File: config.mk
export PLATFORM = sky130hd
export DESIGN_NAME = truth_sweep_ctrl
export DESIGN_NICKNAME = d
export VERILOG_FILES = /design/src/rtl/truth_sweep_ctrl_pkg.sv /design/src/rtl/truth_sweep_ctrl.sv
export SDC_FILE = /design/constraint.sdc
export NUM_CORES = 1
export LEC_CHECK = 0
export BUFFER_PORTS_ARGS = -buffer_cell sky130_fd_sc_hd__buf_2
export CORE_UTILIZATION = 45
export DETAILED_ROUTE_END_ITERATION = 6
export GPL_ROUTABILITY_DRIVEN = 0
export HOLD_SLACK_MARGIN = 0.05
export PLACE_DENSITY = 0.66
export SLEW_MARGIN = 20
export SYNTH_ARGS = -nofsm -noshare
export SYNTH_HDL_FRONTEND = slang
export SYNTH_SLANG_ARGS = --single-unit
File: constraint.sdc
create_clock -name clk -period 4.7 [get_ports clk]
set_clock_uncertainty 0.1 [all_clocks]
set_input_delay 0.94 -clock clk [delete_from_list [all_inputs] [get_ports clk]]
set_output_delay 0.94 -clock clk [all_outputs]
set_load 0.03 [all_outputs]
File: src/rtl/truth_sweep_ctrl_pkg.sv
// Shared constants for the truth-table sweep controller: FSM encoding,
// the vector application order and the default settle length.
package truth_sweep_ctrl_pkg;

  typedef enum logic [1:0] {
    ST_IDLE   = 2'd0,
    ST_SETTLE = 2'd1,
    ST_SAMPLE = 2'd2,
    ST_DONE   = 2'd3
  } state_t;

  // Gray-ordered walk over {A,B,C}: one input toggles per step.
  localparam logic [7:0][2:0] SEQ = {3'b111, 3'b101, 3'b100, 3'b110,
                                     3'b010, 3'b011, 3'b001, 3'b000};

  localparam int         SETTLE_DEF = 1;
  localparam logic [3:0] ERR_MAX    = 4'd8;

endpackage

File: src/rtl/truth_sweep_ctrl.sv
// Sweeps all eight {A,B,C} vectors into a 3-input function block, captures
// its Y output per vector and counts mismatches against an expected table.
module truth_sweep_ctrl
  import truth_sweep_ctrl_pkg::*;
#(
  parameter int SETTLE = SETTLE_DEF
) (
  input  logic       clk,
  input  logic       rst_n,
  input  logic       start,
  input  logic [7:0] exp_tbl,
  input  logic       y_in,
  output logic [2:0] abc,
  output logic       busy,
  output logic       done,
  output logic       pass,
  output logic [7:0] cap_tbl,
  output logic [3:0] err_cnt
);

  localparam logic [3:0] SETTLE_LAST = 4'(SETTLE - 1);

  state_t     state;
  logic [2:0] step;
  logic [3:0] settle_cnt;
  logic [7:0] exp_q;
  logic       mismatch;

  assign mismatch = (y_in != exp_q[abc]);

  // Expected table is pure data: captured on an accepted start, never reset.
  always_ff @(posedge clk) begin
    if (state == ST_IDLE && start) begin
      exp_q <= exp_tbl;
    end
  end

  always_ff @(posedge clk or negedge rst_n) begin
    if (!rst_n) begin
      state      <= ST_IDLE;
      abc        <= '0;
      busy       <= 1'b0;
      done       <= 1'b0;
      pass       <= 1'b0;
      cap_tbl    <= '0;
      err_cnt    <= '0;
      step       <= '0;
      settle_cnt <= '0;
    end else begin
      done <= 1'b0;
      case (state)
        ST_IDLE: begin
          abc <= '0;
          if (start) begin
            cap_tbl    <= '0;
            err_cnt    <= '0;
            pass       <= 1'b0;
            step       <= '0;
            abc        <= SEQ[0];
            settle_cnt <= SETTLE_LAST;
            busy       <= 1'b1;
            state      <= ST_SETTLE;
          end
        end
        ST_SETTLE: begin
          if (settle_cnt == '0) begin
            state <= ST_SAMPLE;
          end else begin
            settle_cnt <= settle_cnt - 4'd1;
          end
        end
        ST_SAMPLE: begin
          cap_tbl[abc] <= y_in;
          if (mismatch && err_cnt != ERR_MAX) begin
            err_cnt <= err_cnt + 4'd1;
          end
          if (step == 3'd7) begin
            abc   <= '0;
            state <= ST_DONE;
          end else begin
            step       <= step + 3'd1;
            abc        <= SEQ[step + 3'd1];
            settle_cnt <= SETTLE_LAST;
            state      <= ST_SETTLE;
          end
        end
        ST_DONE: begin
          // err_cnt already includes the final sample taken on the way in.
          done  <= 1'b1;
          busy  <= 1'b0;
          pass  <= (err_cnt == '0);
          abc   <= '0;
          state <= ST_IDLE;
        end
        default: state <= ST_IDLE;
      endcase
    end
  end

endmodule

==> metrics.md <==
| Metric | Value |
|---|---|
| Total grt overflow | 0 |
| Maximum level of the CTS H-tree | 2 |
| Number of DRC markers in iteration 0 | 132 |
| Initial Utilization | ~47% |
| Number of ports placed on the die boundary | 30 |
| Resized Gates After CTS | 0 |
| Synthesized instance count | 190 |
| Worst hold-check path type | register to register |
| Register area share after synthesis | ~48% |
| Arrival time of data at the critical path endpoint | ~2.6 ns |
| Static leakage power | 0.995 nW |
| Total of endpoints with negative setup slack in the final report | 0 |
| Avg Cell Area, Syn | 9.98 sq um |
| Crit path top cell by count | nor2_1 |
| VDD IR max | 231 uV |
| Sum Neg Setup Slack | 0 ns |
| Setup repair after global routing missed its margin | false |
| Worst Hold Endpoint | cap_tbl[4] |
| Cell depth of the worst min-delay path | 1 |
| Count of final hold-check violations | 0 |
| Share of cells above drive strength 1 | 18.7% |
| Number of warnings reported in the yosys synthesis log | 0 |
| Hold_ws | 0.400 ns |
| Remaining max-slew budget at the tightest pin | between 50% and 60% |
| Dominant cell type by area after synthesis | dfrtp_1 |
| Post-CTS repair timing setup buffer count | 0 |
| Result of the run | completed |
| Flop-to-flop setup slack | between 2 and 2.5 ns |
| Count of inserted antenna diode cells | 0 |
| Final WL | 3620 um |
| Post-DP HPWL | 2580 um |
| Number of buffers inserted by port buffering | 29 |
| Post-synthesis register bit count | 35 |
| Worst setup startpoint | state[0] |
| Max-cap violations | 0 |
| Critical register-to-register path startpoint | state[0] |
| Die Span Y | 66.9 um |
| Cell Pwr Density | 618 nW/um^2 |
| Largest net degree at the start of global routing | 28 |
| Crit end category | register |
| Detailed-route vias per instance | roughly 5.4 |
| Vias in the first global route | 1408 |
| Count of flip-flops with a built-in enable after synthesis | 8 |
| Class of the most critical setup path | register to register |
| Area grow syn2layout | 14.8% |
| Chain of cells forming the critical path | inv_1, ha_1, nor2_1, nor4_1, o21ai_0, xor2_1, nor2_1 |
| Clock latency at the later pin of the worst-skew pair | 0.29 ns |
| Initial antenna violation count | 0 |
| Data required time of the worst path | 4.74 ns |
| Total CTS buffers | 5 |
| Net count after synthesis | 214 |
| TritonCTS clock tree | yes |
| Netlist area before placement | 1900 sq um |
| Std-Cell Rows | 23 |
| Routed Antenna Nets | 0 |
| X dimension of the die | roughly 67 um |
| Number of pins exceeding their max-slew limit in the final report | 0 |
| Leading post-synthesis cells by instance count | dfrtp_1, o21ai_0, nand2_1, inv_1, ha_1 |
| Area of the core region | 4030 sq um |
| Number of nets in the finished design | 242 |
| Share of synthesized flip-flops with an asynchronous set or reset | between 70% and 80% |
| Post-cts hold buffer count | 0 |
| Hold path startpoint | cap_tbl[4] |
| Largest cells by area after synthesis | dfrtp_1, edfxtp_1, ha_1 |
| Overall fraction of global-route tracks in use | 19.0% |
| Final worst path period need | 2.58 ns |
| Most instantiated flip-flop cell in the synthesis netlist | dfrtp_1 |
| Fillcell total | 360 |
| Clock transition at the registers of the reported paths | 0.08 ns |
| Highest fanout seen on the critical path | 19 |
| WL/cell | 13.4 um |
| Reg-to-Reg End | settle_cnt[2] |
| Share of the clock period used by the worst path | a little over half |
| Via count of the routed design | 1447 |
| Upper clock frequency limit | 387 MHz |
| Clock sinks | 35 |
| Worst R2R Path Depth | 7 |
| Standard cell with the maximum stage delay on the critical path | nor4_1 |
| Clock root cell | clkbuf_8 |
| Yosys top cell area share | 35.6% |
| Startpoint Class | register |
| Number of detailed-routing iterations run before antenna repair | 6 |
| Number of remaining DRC errors | 0 |
| Floorplan die area | 4480 sq um |
| Number of different library cells in the post-synthesis netlist | 39 |
| Most frequent cell after synthesis | dfrtp_1 |
| First-pass GRT wire length | 6280 um |
| Buffer levels on the longest clock path | 2 |
| Biggest cell delay along the critical path | 0.62 ns |
| Worst Max-Slew Pin Slew | 0.658 ns |
cell families (layout without fill, tap and decap cells):
family / count (synthesis) / after routing / synth area share (%)
AO/OA/AOI/OAI: 46 / 46 / 14.8
XOR/XNOR: 3 / 3 / 1.39
adder cells (fa/ha/maj): 12 / 12 / 7.92
buffers and inverters: 22 / 51 / 4.81
flip-flops: 35 / 35 / 48.3
multiplexers: 10 / 10 / 6.60
AND/OR/NAND/NOR: 62 / 62 / 16.2
per-stage QoR:
step | utilization, % | total power [W] | std cells | instance area (sq um) | worst slack, ns
floorplan | - | 0.000942 | 190 | 1900 | 2.55
global placement | 51.3 | 0.00107 | 261 | 2070 | 2.23
detailed placement | 51.3 | 0.00108 | 261 | 2070 | 2.13
CTS | 54.1 | 0.00135 | 269 | 2180 | 2.11
global route | 54.1 | 0.00146 | 269 | 2180 | 1.89
finish | 54.1 | 0.00135 | 269 | 2180 | 2.12
critical path: cells and delay by family, from the launching register on:
| kind | cells | cell delay (ns) |
|---|---|---|
| compound gates | 1 | 0.22 |
| flops | 1 | 0.43 |
| simple gates | 3 | 0.83 |
| buf+inv | 1 | 0.14 |
| fa+ha+maj | 1 | 0.55 |
| xor+xnor | 1 | 0.17 |
flip-flops by register name, indices dropped and copies added (netlist names):
name / flops
busy: 1
err_cnt: 4
abc: 3
exp_q: 8
state: 2
settle_cnt: 4
done: 1
step: 3
pass: 1
cap_tbl: 8
metal layers:
layer / part of all wire [%] / wire, um / GRT usage, % / vias to the layer above
li1: - / - / - / 730
met1: 48 / 1720 / 23.3 / 678
met2: 47 / 1680 / 30.9 / 31
met3: 3.9 / 140 / 5.31 / 8
met4: 2.0 / 72 / 8.51 / 0
met5: 0 / 0 / 0 / -
cell type report:
| type | instances | area, sq um | area share [%] |
|---|---|---|---|
| tap | 50 | 62.6 | 2.87 |
| sequential | 35 | 916 | 42.0 |
| multi-input combinational | 133 | 890 | 40.8 |
| clock buffer | 5 | 68.8 | 3.16 |
| clock inverter | 3 | 43.8 | 2.01 |
| timing repair buffer | 29 | 145 | 6.66 |
| inverter | 14 | 52.6 | 2.41 |
power breakdown:
part	switching [W]	internal, W	leakage (nW)
Sequential	0.0000826	0.000394	0.432
Clock	0.000114	0.000158	0.0581
Combinational	0.000381	0.000216	0.504
Total	0.000577	0.000768	0.995
worst max path at each step:
stage                                to  slack [ns]  cells past startpoint
final                     settle_cnt[2]        2.12                      7
after global routing      settle_cnt[2]        1.89                      7
after CTS                 settle_cnt[2]        2.11                      7
after detailed placement  settle_cnt[3]        2.13                      7
after global placement    settle_cnt[2]        2.23                      7
after floorplan           settle_cnt[2]        2.55                      6
cells in the final DEF, fill, tap and decap left out, drive strengths merged, types with 2 or more instances in the layout:
cell,n
nor2,11
o311ai,2
mux2i,9
nand2,20
o41ai,2
clkinv,2
a31oi,3
a22o,3
a21oi,6
dfrtp,27
nor3,5
xor2,2
buf,29
ha,12
o21ai,23
nand2b,6
clkbuf,5
and2,2
nor2b,3
o31ai,2
inv,14
nand3,7
nand4,4
edfxtp,8
Note: power is estimated with default switching activity, not from simulation.
